File: src/rtl/msg_rx_q_if.sv
// Byte-stream input and queue-head output bundle of the message receiver.
// Vectors are descending ([7:0]); bit 7 is the byte MSB, matching the numeric values on the wire.
interface msg_rx_q_if #(
    parameter int DATA_BYTES = 2
) ();
    logic [7:0]              uart_data;
    logic                    uart_ready;
    logic                    pop;
    logic                    valid;
    logic [7:0]              cmd;
    logic [7:0]              a1;
    logic [8*DATA_BYTES-1:0] a2;
    logic [8*DATA_BYTES-1:0] a3;

    modport slave (
        input  uart_data, uart_ready, pop,
        output valid, cmd, a1, a2, a3
    );

    modport master (
        output uart_data, uart_ready, pop,
        input  valid, cmd, a1, a2, a3
    );
endinterface

File: src/rtl/msg_rx_q.sv
// Deframes UART bytes into command messages (cmd + optional a1/a2/a3) and queues
// complete messages in a DEPTH-entry first-word-fall-through FIFO.
module msg_rx_q #(
    parameter int DEPTH      = 2,
    parameter int DATA_BYTES = 2,
    parameter int TIMEOUT    = 50000
) (
    input  logic                   clk_sys,
    input  logic                   reset,
    msg_rx_q_if.slave              bus,
    output logic [$clog2(DEPTH):0] count,
    output logic                   busy,
    output logic                   cmd_seen,
    output logic                   timeout_p,
    output logic                   overflow_p,
    output logic [7:0]             drop_count
);
    localparam int AW = 8 * DATA_BYTES;
    localparam int PW = $clog2(DEPTH);
    localparam int TW = $clog2(TIMEOUT);

    typedef enum logic [1:0] {IDLE, ARG1, ARG2, ARG3} state_t;

    typedef struct packed {
        logic [7:0]    cmd;
        logic [7:0]    a1;
        logic [AW-1:0] a2;
        logic [AW-1:0] a3;
    } entry_t;

    state_t        state_q, state_d;
    logic [1:0]    bc_q, bc_d;
    logic [TW-1:0] timer_q, timer_d;
    entry_t        stg_q, stg_d;
    logic          commit, expire;

    entry_t        mem_q [DEPTH];
    logic [PW-1:0] wptr_q, rptr_q;
    logic [PW:0]   count_q;
    logic          cmd_seen_q, timeout_q, overflow_q;
    logic [7:0]    drop_q;
    logic          full, do_pop, do_wr, drop;

    // Presence flags: spec bits cmd[1..3] are byte bits 6..4 (bit 7 is request/response).
    always_comb begin
        state_d = state_q;
        bc_d    = bc_q;
        stg_d   = stg_q;
        timer_d = timer_q;
        commit  = 1'b0;
        expire  = 1'b0;
        if (bus.uart_ready) begin
            timer_d = '0;
            unique case (state_q)
                IDLE: begin
                    stg_d     = '0;
                    stg_d.cmd = bus.uart_data;
                    bc_d      = '0;
                    if (bus.uart_data[6])      state_d = ARG1;
                    else if (bus.uart_data[5]) state_d = ARG2;
                    else if (bus.uart_data[4]) state_d = ARG3;
                    else                       commit  = 1'b1;
                end
                ARG1: begin
                    stg_d.a1 = bus.uart_data;
                    if (stg_q.cmd[5])      state_d = ARG2;
                    else if (stg_q.cmd[4]) state_d = ARG3;
                    else begin
                        commit  = 1'b1;
                        state_d = IDLE;
                    end
                end
                ARG2, ARG3: begin
                    if (state_q == ARG2) stg_d.a2 = (stg_q.a2 << 8) | AW'(bus.uart_data);
                    else                 stg_d.a3 = (stg_q.a3 << 8) | AW'(bus.uart_data);
                    if (bc_q == 2'(DATA_BYTES - 1)) begin
                        bc_d = '0;
                        if (state_q == ARG2 && stg_q.cmd[4]) state_d = ARG3;
                        else begin
                            commit  = 1'b1;
                            state_d = IDLE;
                        end
                    end else begin
                        bc_d = bc_q + 2'd1;
                    end
                end
            endcase
        end else if (state_q != IDLE) begin
            if (timer_q == TW'(TIMEOUT - 1)) begin
                expire  = 1'b1;
                state_d = IDLE;
                bc_d    = '0;
                timer_d = '0;
                stg_d   = '0;
            end else begin
                timer_d = timer_q + TW'(1);
            end
        end
    end

    // A commit into a full queue survives only if the head leaves on the same edge.
    assign full   = (count_q == (PW+1)'(DEPTH));
    assign do_pop = bus.pop && (count_q != '0);
    assign do_wr  = commit && !reset && (!full || do_pop);
    assign drop   = commit && !(!full || do_pop);

    always_ff @(posedge clk_sys) begin
        if (reset) begin
            state_q    <= IDLE;
            bc_q       <= '0;
            timer_q    <= '0;
            stg_q      <= '0;
            wptr_q     <= '0;
            rptr_q     <= '0;
            count_q    <= '0;
            cmd_seen_q <= 1'b0;
            timeout_q  <= 1'b0;
            overflow_q <= 1'b0;
            drop_q     <= '0;
        end else begin
            state_q    <= state_d;
            bc_q       <= bc_d;
            timer_q    <= timer_d;
            stg_q      <= stg_d;
            cmd_seen_q <= bus.uart_ready && (state_q == IDLE);
            timeout_q  <= expire;
            overflow_q <= drop;
            if (do_wr)  wptr_q <= wptr_q + PW'(1);
            if (do_pop) rptr_q <= rptr_q + PW'(1);
            if (do_wr && !do_pop)      count_q <= count_q + (PW+1)'(1);
            else if (!do_wr && do_pop) count_q <= count_q - (PW+1)'(1);
            if ((expire || drop) && drop_q != 8'hFF) drop_q <= drop_q + 8'd1;
        end
    end

    always_ff @(posedge clk_sys) begin
        if (do_wr) mem_q[wptr_q] <= stg_d;
    end

    // Head fields are forced to zero while empty so reset leaves every output at 0.
    entry_t head;
    assign head       = mem_q[rptr_q];
    assign bus.valid  = (count_q != '0);
    assign bus.cmd    = bus.valid ? head.cmd : '0;
    assign bus.a1     = bus.valid ? head.a1  : '0;
    assign bus.a2     = bus.valid ? head.a2  : '0;
    assign bus.a3     = bus.valid ? head.a3  : '0;
    assign count      = count_q;
    assign busy       = (state_q != IDLE);
    assign cmd_seen   = cmd_seen_q;
    assign timeout_p  = timeout_q;
    assign overflow_p = overflow_q;
    assign drop_count = drop_q;
endmodule

File: src/flat_wrapper.sv
// flat-port wrapper written by rule: the top's interface ports become plain ports
module msg_rx_q_flat 
#(
    parameter int DEPTH      = 2,
    parameter int DATA_BYTES = 2,
    parameter int TIMEOUT    = 50000
)
  (clk_sys, reset, count, busy, cmd_seen, timeout_p, overflow_p, drop_count, bus_uart_data, bus_uart_ready, bus_pop, bus_valid, bus_cmd, bus_a1, bus_a2, bus_a3);
  msg_rx_q_if #(.DATA_BYTES(DATA_BYTES)) bus_i ();
  input  logic clk_sys;
  input  logic reset;
  output logic [$clog2(DEPTH):0] count;
  output logic busy;
  output logic cmd_seen;
  output logic timeout_p;
  output logic overflow_p;
  output logic [7:0] drop_count;
  input wire logic [$bits(bus_i.uart_data)-1:0] bus_uart_data;
  input wire logic [$bits(bus_i.uart_ready)-1:0] bus_uart_ready;
  input wire logic [$bits(bus_i.pop)-1:0] bus_pop;
  output wire logic [$bits(bus_i.valid)-1:0] bus_valid;
  output wire logic [$bits(bus_i.cmd)-1:0] bus_cmd;
  output wire logic [$bits(bus_i.a1)-1:0] bus_a1;
  output wire logic [$bits(bus_i.a2)-1:0] bus_a2;
  output wire logic [$bits(bus_i.a3)-1:0] bus_a3;
  assign bus_i.uart_data = bus_uart_data;
  assign bus_i.uart_ready = bus_uart_ready;
  assign bus_i.pop = bus_pop;
  assign bus_valid = bus_i.valid;
  assign bus_cmd = bus_i.cmd;
  assign bus_a1 = bus_i.a1;
  assign bus_a2 = bus_i.a2;
  assign bus_a3 = bus_i.a3;
  msg_rx_q #(.DEPTH(DEPTH), .DATA_BYTES(DATA_BYTES), .TIMEOUT(TIMEOUT)) u_core (.clk_sys(clk_sys), .reset(reset), .bus(bus_i), .count(count), .busy(busy), .cmd_seen(cmd_seen), .timeout_p(timeout_p), .overflow_p(overflow_p), .drop_count(drop_count));
endmodule
File: config.mk
export PLATFORM = sky130hd
export DESIGN_NAME = msg_rx_q_flat
export DESIGN_NICKNAME = d
export VERILOG_FILES = /design/src/rtl/msg_rx_q_if.sv /design/src/rtl/msg_rx_q.sv /design/src/flat_wrapper.sv
export SDC_FILE = /design/constraint.sdc
export NUM_CORES = 1
export LEC_CHECK = 0
export ABC_AREA = 0
export BUFFER_PORTS_ARGS = -buffer_cell sky130_fd_sc_hd__buf_2
export CAP_MARGIN = 10
export CORE_MARGIN = 2
export CORE_UTILIZATION = 45
export CTS_CLUSTER_DIAMETER = 150
export DETAILED_ROUTE_END_ITERATION = 8
export SLEW_MARGIN = 20
export SYNTH_ARGS = -nofsm -noshare
export SYNTH_HDL_FRONTEND = slang
export SYNTH_SLANG_ARGS = --single-unit
File: constraint.sdc
create_clock -name clk_sys -period 4.5 [get_ports clk_sys]
set_input_delay 0.675 -clock clk_sys [delete_from_list [all_inputs] [get_ports clk_sys]]
set_output_delay 0.675 -clock clk_sys [all_outputs]
set_load 0.03 [all_outputs]
Word-level counts from Yosys, hierarchy flattened
Memories as Yosys holds them, arrays and structs flattened. A register that Yosys moved wholly into a read port is not among the register bits.
Cells that the tools add are included.
- register bits: 83
- bits in writable memories: 96
- bits of input ports: 12
- output and inout bits: 63
- logic and storage cells: 105
- memories kept: 1
- memory list (memory ; words ; bits a word ; read ports ; clocked after memory_dff ; write ports ; line ; source):
    u_core.mem_q ; 2 ; 48 ; 1 ; 1 ; 1 ; msg_rx_q.sv:37 ; entry_t mem_q [DEPTH];
- add/sub/neg operators: 7
- equal/unequal tests: 10
- muxes and demuxes: 45
- bitwise operators: 2
- reductions and logical operators: 26
- operators with widths (kind ; count):
    2-to-1 mux 48 bit ; 3
    2-to-1 mux 16 bit ; 5
    one-hot mux 32 bit (2 select lines) ; 1
    bitwise OR 16 x 8 -> 16 bit ; 2
    2-to-1 mux 2 bit ; 14
    2-to-1 mux 8 bit ; 3
    adder 16 x 1 -> 16 bit, second input constant ; 1
    == test 16 bit, second input constant ; 1
    one-hot mux 8 bit (2 select lines) ; 1
    2-to-1 mux 1 bit ; 15
    nonzero test 2 bit ; 5
    logical AND 1 bit ; 9
    adder 8 x 1 -> 8 bit, second input constant ; 1
    inequality test 8 bit, second input constant ; 1
    == test 2 bit, second input constant ; 3
    one-hot mux 2 bit (3 select lines) ; 1
    zero test 1 bit ; 5
    inequality test 5 bit, second input constant ; 1
    adder 2 x 1 -> 2 bit, second input constant ; 2
    == test 2 x 1 -> 1 bit, second input constant ; 2
    one-hot mux 2 bit (2 select lines) ; 1
    AND reduction 4 bit ; 1
    OR reduction 2 bit ; 2
    inequality test 3 x 1 -> 1 bit, second input constant ; 1
    7 further kinds ; 9

Longest topological paths before layout
Gate-level depths: netlist of run 1.
- depth in word-level cells: 12
- depth in mapped cells: 10
- gate-level depth less buffers: 9

Worst setup path after synthesis of run 1
OpenSTA, ideal clock, no wires.
- kind: input -> register
- from: input port bus_uart_data[6]
- to: memory u_core.mem_q[1][0] in the netlist's numbering, enable pin
- setup time: 0.411 ns
- data arrival time: 2.934 ns
- required time: 4.089 ns
- setup slack: 1.155 ns
- cell stages on the path: 3
- path buffers: 0
- cell sequence: or4_1 a221oi_1 and3_1
- word-level cells in the longest chain between the ends: 7
- ends and longest elaborated chain (element ; line ; source):
    start, declared ; flat_wrapper.sv:18 ; input wire logic [$bits(bus_i.uart_data)-1:0] bus_uart_data;
    2-to-1 mux 1 bit ; msg_rx_q.sv:59 ; if (bus.uart_data[6]) state_d = ARG1;
    one-hot mux 1 bit (3 select lines) ; msg_rx_q.sv:54 ; unique case (state_q)
    2-to-1 mux 1 bit ; msg_rx_q.sv:52 ; if (bus.uart_ready) begin
    logical AND 1 bit (2 in series) ; msg_rx_q.sv:104 ; assign do_wr = commit && !reset && (!full || do_pop);
    2-to-1 mux 1 bit ; msg_rx_q.sv:137 ; if (do_wr) mem_q[wptr_q] <= stg_d;
    2-to-1 mux 1 bit (not written as such) ; msg_rx_q.sv:137 ;
    end, declared ; msg_rx_q.sv:37 ;
Every way passes these cells.

Final worst setup path of run 1
- from: register u_core.state_q[1]
- to: memory u_core.mem_q[1][9] in the netlist's numbering, enable pin
- word-level cells in the longest chain between the ends: 10
- elaborated cells between the ends (all ways): 14
- classes of those cells: eq/ne (3); mux (6); reduce/logical (5)
- ends and longest elaborated chain (element ; line ; source):
    start, declared ; msg_rx_q.sv:31 ; state_t state_q, state_d;
    start signal, assigned ; msg_rx_q.sv:121 ; state_q <= state_d;
    == test 2 bit ; msg_rx_q.sv:54, msg_rx_q.sv:78 ;
    logical AND 1 bit ; msg_rx_q.sv:78 ; if (state_q == ARG2 && stg_q.cmd[4]) state_d = ARG3;
    2-to-1 mux 1 bit ; msg_rx_q.sv:78 ;
    2-to-1 mux 1 bit ; msg_rx_q.sv:76 ; if (bc_q == 2'(DATA_BYTES - 1)) begin
    one-hot mux 1 bit (3 select lines) * ; msg_rx_q.sv:54 ;
    2-to-1 mux 1 bit * ; msg_rx_q.sv:52 ;
    logical AND 1 bit * (2 in series) ; msg_rx_q.sv:104 ;
    2-to-1 mux 1 bit * ; msg_rx_q.sv:137 ;
    2-to-1 mux 1 bit (not written as such) * ; msg_rx_q.sv:137 ;
Every way passes the cells marked *; elsewhere a longest branch is shown, timed or not.

==> results of run 1 <==
## metal layers
metal	routed length [µm]	vias to the layer above
met5	0	-
met4	163	0
met2	6729	122
li1	-	2244
met3	735	15
met1	6806	2241
## worst paths after layout
path / cells past startpoint / to / start / slack, ns
worst max-delay path: 6 / u_core.mem_q[1][9] / u_core.state_q[1] / 1.44
worst min-delay path: 1 / u_core.bc_q[1] / u_core.bc_q[1] / 0.47
worst max register to register: 6 / u_core.mem_q[1][9] / u_core.state_q[1] / 1.44
worst min register to register: 1 / u_core.bc_q[1] / u_core.bc_q[1] / 0.47
## state kept, by name (all words and copies together), names as in the netlist, named ones only
signal,flops
u_core.wptr_q,1
u_core.state_q,2
u_core.timeout_p,1
u_core.stg_q,48
u_core.cmd_seen,1
u_core.drop_count,8
u_core.overflow_p,1
u_core.rptr_q,1
u_core.bc_q,2
u_core.count,2
u_core.timer_q,16
u_core.mem_q,96
## stage by stage
stage                     area, µm²  power, mW
after floorplan                7221      2.686
after CTS                      8384      4.414
final                          8387      4.358
after global placement         7806      2.988
after detailed placement       7811      3.004
after global routing           8387      4.558
## where the power goes
group          leakage (nW)  internal (mW)  switching, mW
clock                 0.275          0.807          0.604
sequential             1.55           1.77         0.0991
combinational          1.27          0.345          0.731
total                  3.10           2.92           1.43
## cells in the final DEF (no fill, tap or decap), types with 3 or more instances in the layout
cell type / netlist / layout
edfxtp_1: 96 / 96
dfxtp_1: 84 / 83
nor2_1: 81 / 79
buf_2: 4 / 74
nor2b_1: 57 / 57
mux2i_1: 56 / 56
a22o_1: 40 / 40
nand2_1: 22 / 22
clkbuf_16: 0 / 17
a21oi_1: 13 / 13
inv_1: 10 / 9
xor2_1: 9 / 9
o21ai_0: 8 / 8
xnor2_1: 8 / 8
buf_4: 0 / 8
nand4_1: 6 / 6
and3_1: 7 / 6
mux2_2: 6 / 6
nand2b_1: 5 / 5
nor3_1: 5 / 4
a21o_1: 3 / 3
a32o_1: 3 / 3
and2_1: 3 / 3
nand3_1: 3 / 3
nor3b_1: 3 / 3
ha_1: 3 / 3
clkinv_4: 0 / 3
clkbuf_8: 0 / 3
clkinvlp_4: 0 / 3
clkinv_2: 0 / 3
## logic make-up after synthesis
kind of cell | count (synthesis) | synth area share [%]
fa+ha+maj | 3 | 0.5199
mux | 62 | 8.699
buf+inv | 41 | 2.305
simple gates | 204 | 14.69
flops | 180 | 63.21
compound gates | 79 | 8.508
xor+xnor | 17 | 2.062
## cell type report
type	instances	area, µm²	area share [%]
Multi-Input combinational cell	365	2506	29.88
Tap cell	216	270.3	3.222
Timing Repair Buffer	82	430.4	5.132
Inverter	11	41.29	0.4923
Clock buffer	21	470.5	5.609
Clock inverter	11	102.6	1.223
Sequential cell	180	4566	54.44
## critical path, delay by kind of cell, from the launching register on
family | cells | cell delay [ns]
simple gates | 3 | 0.97
buf+inv | 2 | 0.71
compound gates | 1 | 0.52
flops | 1 | 0.46
==> impl_metrics.ini, run 1 <==
[grt]
grt_util_met3_pct = 4.845
antenna_found_initial = 0
grt_start_max_net_pins = 75
met1_usage_pct = 23.82
grt-busiest-layer = met2
grt_pass1_vias = 4376
grt.total_usage_pct = 17.70
grt_pass1_wl_um = 22850
use_met2_pct = 28.19
overflow = 0

[power_and_ir_drop]
powerDensity_nw_per_um2 = 519.7
ir_worst_vdd_mv = 0.2959
leakage_nw = 3.100

[cells_and_area]
fin_util_pct = 53.18
drive_gt1_share_pct = 19.85
diodes = 0
fin_nets = 672
nFillCells = 1403
syn_to_final_growth_pct = 16.15
stdcell_count = 886

[routing]
wl_per_cell_um = 16.29
via_count = 4622
dr.pass1.iters = 4
vias_per_cell = 5.217
wl_um = 14430
ant_nets = 0
post-route-drc-count = 0
drt_iter0_drc = 350

[sta]
setup_viol = 0
setup_ws_ns = 1.437
relSlewSlack_pct = 30.16
tns_ns = 0
rsz0062_at_grt = false
finalClockSkew_ns = 0.007749
slew_viol_final = 0
timing.fmax_mhz = 326.4
hold_violations = 0
min_period_ns = 3.063
whs_ns = 0.4733
tightest_slew_ns = 1.048
post-route-period-util_pct = 68.08

[clocking]
postCtsSetupBuffers = 0
cts_tree = built
clk-insertion-delay-late_ns = 0.42
clock_path_buffers = 2
path_clk_slew_ns = 0.06
root_buffer = clkbuf_16
cts_buffers = 17
ctsHoldBuffers = 0
clock-sinks = 180
htreeDepth = 4
cts.repair.resized = 0

[placed_design]
dp_hpwl_um = 9368
gp_congestion = 0.8326
dp_slack_ns = 1.292
io_buffers = 74
placed_cells = 854

[yosys]
yosys.cell_count.top_type = edfxtp_1
synth_area_um2 = 7221
ys_ff_latch = 180
netlist_top_cells_count = 96 x edfxtp_1, 84 x dfxtp_1, 81 x nor2_1
syn-num-nets = 601
syn_area_per_cell_um2 = 12.32
ys_seq_area_share_pct = 63.21
async_reset_ff_share_pct = 0
synth_cells = 586
synth_ff_type = edfxtp_1
synth_area_leaders = edfxtp_1 40%, dfxtp_1 23%, mux2i_1 7.8%
synth_top_area_share_pct = 39.92
yosys_warnings = 0
synth_cell_types = 48
yosysTopAreaCell = edfxtp_1
synth_edf_count = 96

[setup_path]
crit_chain = nor2_8 -> inv_2 -> or4_1 -> a221oi_1 -> and3_2 -> buf_4
worst-setup-path-type = register to register
max_stage_delay_ns = 0.57
required_ns = 4.55
crit_path_end_kind = register
cp.arrival_ns = 3.12
critPathSlowestCell = buf_4
crit_fanout = 48
worst_setup_path_start_kind = register

[die]
initial_core_util_pct = 45.79
core_um2 = 15770
fp.dieH_um = 130.7
dieArea_um2 = 17070
die_w_um = 130.7
io_pins = 75
fp-row-count = 46

[run_status]
status = complete, no violations

[worst_hold_path]
worst_hold_path_type = register to register

[run]
drv_cap = 0
No activity file was read; power rests on OpenSTA's default activity.
==> run 2, diff against run 1 <==
- PLACE_DENSITY: unset -> 0.66
- clock period: 4.5 -> 2.6 ns (I/O delays scaled with it)
==> run 2 against run 1 <==
  * Global-route usage increased by 0.75 points
  * Setup slack worse by 1.3 ns
  * Power up 77%
  * Cell area is 2.7% higher
  * Non-clock buffer count up 16
==> impl_metrics.ini, run 2 (synthesis gave the netlist of run 1 again) <==
[placed_design]
dp_hpwl_um = 10000
io_buffers = 74
gp_congestion = 0.8870

[sta]
timing.fmax_mhz = 402.3
min_period_ns = 2.486
finalClockSkew_ns = 0.009046
rsz0062_at_grt = false
setup_viol = 0
relSlewSlack_pct = 47.15
hold_violations = 0
tns_ns = 0
tightest_slew_ns = 0.7928
slew_viol_final = 0
post-route-period-util_pct = 95.60

[routing]
wl_um = 15200
ant_nets = 0
via_count = 4718
drt_iter0_drc = 326
post-route-drc-count = 0
wl_per_cell_um = 16.85
vias_per_cell = 5.231
dr.pass1.iters = 4

[cells_and_area]
fin_nets = 688
syn_to_final_growth_pct = 19.34
reg_top3 = u_core.mem_q (96), u_core.stg_q (48), u_core.timer_q (16)
top_register = u_core.mem_q
mostFrequentLayoutCells = 96 x edfxtp_1, 82 x dfxtp_1, 80 x nor2_1
drive_gt1_share_pct = 21.28
fin_util_pct = 54.64
nFillCells = 1376
seq_area_um2 = 4567
largest_reg_flops = 96
diodes = 0
multi_input_area_um2 = 2524
final_common_cell = edfxtp_1

[power_and_ir_drop]
ir_worst_vdd_mv = 0.6277
pwr-share-comb_pct = 26.8
p_int_mw = 5.229
leakage_nw = 3.201
clkPwrFrac_pct = 32.6
finalPower_mw = 7.732
seqPwrFrac_pct = 40.6
powerDensity_nw_per_um2 = 897.3
swShare_pct = 32.38
p_sw_mw = 2.503

[grt]
grt.total_usage_pct = 18.45
antenna_found_initial = 0
overflow = 0
grt_pass1_wl_um = 23850
grt_start_max_net_pins = 75
grt_pass1_vias = 4621

[setup_path]
crit_path_end_kind = register
critPathSlowestCell = or4_4
worst-setup-path-type = register to register
crit_fanout = 8
crit_chain = nor2_8 -> inv_4 -> or4_4 -> a221oi_4 -> and2_1 -> ha_1 -> or3_1 -> a21oi_1
cp.arrival_ns = 2.84
cp_top_family = simple AND/OR/NAND/NOR gates
path_buf_inv = 1
max_stage_delay_ns = 0.45
required_ns = 2.95
worst_setup_path_start_kind = register

[clocking]
clock-sinks = 180
cts_buffers = 17
htreeDepth = 4
root_buffer = clkbuf_16
path_clk_slew_ns = 0.06
clk-insertion-delay-late_ns = 0.43
cts_tree = built
ctsHoldBuffers = 0
clock_path_buffers = 2

[worst_hold_path]
worst_hold_path_type = input pin to register

[die]
io_pins = 75
dieArea_um2 = 17070
initial_core_util_pct = 45.79
fp.dieH_um = 130.7
fp-row-count = 46
die_w_um = 130.7
core_um2 = 15770

[run_status]
status = complete, no violations

[run]
drv_cap = 0
[run 2: routing by layer]
| metal | share of wire, % | vias to the layer above | global-route usage, % |
|---|---|---|---|
| li1 | - | 2276 | - |
| met1 | 45 | 2302 | 23.66 |
| met2 | 49 | 117 | 31.16 |
| met3 | 4.4 | 23 | 3.950 |
| met4 | 1.4 | 0 | 6.383 |
| met5 | 0 | - | 0 |
[run 2: cell type report]
class	instances	area share [%]
inverter	11	0.5518
timing repair buffer	98	7.260
tap	216	3.136
sequential	180	53.00
clock buffer	24	5.590
clock inverter	8	1.176
multi-input combinational	365	29.29
[run 2: through the flow]
stage | worst slack [ns] | cell area (µm²) | hold WS, ns | cells
after floorplan | 0.01447 | 7253 | 0.4493 | 586
after global placement | 0.1110 | 8033 | 0.4602 | 870
after detailed placement | 0.06440 | 8033 | 0.4621 | 870
after CTS | 0.1087 | 8616 | 0.3098 | 902
after global routing | 0.002865 | 8617 | 0.3395 | 902
final | 0.1143 | 8617 | 0.3207 | 902
[run 2: final timing paths]
kind | from | to | slack (ns) | depth (start not counted)
worst max-delay path | u_core.state_q[0] | u_core.count[1] | 0.11 | 8
worst min-delay path | bus_pop | u_core.overflow_p | 0.32 | 3
worst max register to register | u_core.state_q[0] | u_core.count[1] | 0.11 | 8
worst min register to register | u_core.bc_q[1] | u_core.bc_q[1] | 0.48 | 1
[run 2: what timing repair did]
item / CTS / global route
setup buffers: 0 / 0
resized for setup: 0 / 1
endpoints found under the setup margin: 0 / 1
[run 2: power by group through the flow]
| stage | clock network [mW] | registers, mW | logic (mW) |
|---|---|---|---|
| finish | 2.52 | 3.14 | 2.07 |
| global route | 2.68 | 3.14 | 2.23 |
| CTS | 2.56 | 3.14 | 2.11 |
| detailed placement | 0 | 3.20 | 2.10 |
| global placement | 0 | 3.19 | 2.08 |
| floorplan | 0 | 3.20 | 1.46 |
[run 2: worst register-to-register path, delay by kind of cell, from the launching register on]
family | cells | cell delay [ns]
AND/OR/NAND/NOR | 4 | 1.17
AO/OA/AOI/OAI | 2 | 0.51
flip-flops | 1 | 0.44
adder cells (fa/ha/maj) | 1 | 0.25
buffers and inverters | 1 | 0.04
==> run 3, diff against run 2 <==
- ABC_AREA: 0 -> 1
==> run 3 against run 2 <==
  * Synthesized area rose by 6.5%
  * Cell area is 4.8% higher
  * Global-route usage is 1.0 points higher
  * Register-to-register slack improved by 0.32 ns
  * Largest power group unchanged
==> impl_metrics.ini, run 3 <==
[sta]
finalClockSkew_ns = 0.007782
rsz0062_at_grt = false
whs_ns = 0.2670
post-route-period-util_pct = 87.35
min_period_ns = 2.271
tightest_slew_ns = 0.5516
setup_viol = 0
hold_violations = 0
timing.fmax_mhz = 440.3
slew_viol_final = 0
relSlewSlack_pct = 63.23
tns_ns = 0

[clocking]
postCtsSetupBuffers = 0
cts.repair.resized = 0
cts_tree = built
cts_buffers = 17
clock_path_buffers = 2
htreeDepth = 4
clk-insertion-delay-late_ns = 0.43
root_buffer = clkbuf_16
clock-sinks = 180
path_clk_slew_ns = 0.06
ctsHoldBuffers = 0

[cells_and_area]
reg_top3 = u_core.mem_q (96), u_core.stg_q (48), u_core.timer_q (16)
drive_gt1_share_pct = 15.01
seq_area_um2 = 4569
diodes = 0
largest_reg_flops = 96
syn_to_final_growth_pct = 17.43
multi_input_area_um2 = 2789
mostFrequentLayoutCells = 266 x nand2_1, 114 x a21oi_1, 96 x edfxtp_1
fin_util_pct = 54.29
top_register = u_core.mem_q
final_common_cell = nand2_1
fin_nets = 955
nFillCells = 1512

[routing]
post-route-drc-count = 0
vias_per_cell = 5.167
ant_nets = 0
via_count = 6061
wl_per_cell_um = 14.56
dr.pass1.iters = 5
drt_iter0_drc = 470
wl_um = 17070

[die]
initial_core_util_pct = 46.23
core_um2 = 16640
dieArea_um2 = 18160
die_w_um = 134.8
io_pins = 75
fp-row-count = 47
fp.dieH_um = 134.8

[grt]
grt_pass1_wl_um = 27760
overflow = 0
grt_start_max_net_pins = 50
grt.total_usage_pct = 19.46
grt_pass1_vias = 5513
antenna_found_initial = 0

[yosys]
synth_cell_types = 35
syn-num-nets = 888
ys_seq_area_share_pct = 59.33
yosys_warnings = 0
async_reset_ff_share_pct = 0
yosys.cell_count.top_type = nand2_1
synth_edf_count = 96
ys_ff_latch = 180
synth_ff_type = edfxtp_1
synth_area_um2 = 7694
yosysTopAreaCell = edfxtp_1
synth_cells = 873
syn_area_per_cell_um2 = 8.813
netlist_top_cells_count = 268 x nand2_1, 114 x a21oi_1, 96 x edfxtp_1
synth_top_area_share_pct = 37.47
synth_area_leaders = edfxtp_1 37%, dfxtp_1 22%, nand2_1 13%

[setup_path]
worst-setup-path-type = register to primary output
worst_setup_path_start_kind = register
cp_top_family = buffers and inverters
r2r_cells = 9
required_ns = 2.21
r2r_slack_ns = 0.43
r2r-end = u_core.mem_q[1][20]
crit_path_end_kind = primary output
crit_fanout = 37
cp.arrival_ns = 1.88
crit_chain = inv_1 -> buf_12 -> nand2_1 -> a21oi_1 -> buf_2
path_buf_inv = 3
critPathSlowestCell = inv_1
r2r_start = u_core.state_q[0]
max_stage_delay_ns = 0.38

[placed_design]
io_buffers = 74
gp_congestion = 0.8571
dp_hpwl_um = 11400

[power_and_ir_drop]
p_sw_mw = 2.617
leakage_nw = 3.624
swShare_pct = 32.49
powerDensity_nw_per_um2 = 891.5
p_int_mw = 5.437
ir_worst_vdd_mv = 0.5149
finalPower_mw = 8.054
pwr-share-comb_pct = 25.1
seqPwrFrac_pct = 39.1
clkPwrFrac_pct = 35.8

[worst_hold_path]
whs_path_depth = 3
worst_hold_path_type = input pin to register
worstHoldStart = bus_uart_data[0]
whs_endpoint = u_core.stg_q[32]

[run_status]
status = complete, no violations

[run]
drv_cap = 0
run 3: changes by cell type after synthesis, sizes merged, moves of 33 or more:
cell   before  now
inv        11   58
a21oi      13  114
a22o       40    0
nand3       3   60
nand2      22  272
nor2b      57    0
nor2       82   49
mux2i      56    0
run 3: cell families after synthesis:
logic type,share of synthesized area [%]
AO/OA/AOI/OAI,11.81
XOR/XNOR,0.9108
adder cells (fa/ha/maj),0.4879
buffers and inverters,5.237
flip-flops,59.33
AND/OR/NAND/NOR,22.23
run 3: power by group through the flow:
stage / Clock [mW] / Sequential (mW) / Combinational [mW]
detailed placement: 0 / 3.21 / 2.06
CTS: 2.92 / 3.15 / 2.07
global route: 3.03 / 3.16 / 2.21
global placement: 0 / 3.21 / 2.06
finish: 2.88 / 3.15 / 2.03
floorplan: 0 / 3.22 / 1.43
run 3: worst max path at each step:
stage,to,cells after the start,from
finish,bus_a2[13],5,register
CTS,bus_a2[3],5,register
detailed placement,u_core.mem_q[1][24],9,bus_uart_data[6]
global placement,u_core.mem_q[1][26],9,bus_uart_data[6]
floorplan,u_core.mem_q[0][0],7,u_core.state_q[1]
global route,bus_a2[7],5,register
run 3: per-stage QoR:
stage          area (µm²)  std cells  setup slack (ns)
6_report             9035       1173            0.3288
5_1_grt              9035       1173            0.1919
4_1_cts              9035       1173            0.3030
3_5_place_dp         8367       1141            0.4224
3_3_place_gp         8367       1141            0.4822
2_1_floorplan        7769        873           -0.3025
run 3: layout make-up:
class / instances / area share, %
repair buffers: 90 / 5.567
inverters: 60 / 2.548
multi-input cells: 591 / 30.87
clock inverters: 8 / 2.174
clock buffers: 24 / 5.221
flip-flops and latches: 180 / 50.57
well taps: 220 / 3.047
run 3: routing by layer:
layer | global-route usage, % | wire length [µm]
met5 | 0 | 0
met2 | 32.23 | 8221
met3 | 4.242 | 688
met1 | 25.73 | 7961
met4 | 5.848 | 202
run 3: worst min-delay path, delay by kind of cell:
kind | cells | cell delay (ns)
AND/OR/NAND/NOR | 1 | 0.08
AO/OA/AOI/OAI | 1 | 0.06
buffers and inverters | 1 | 0.11
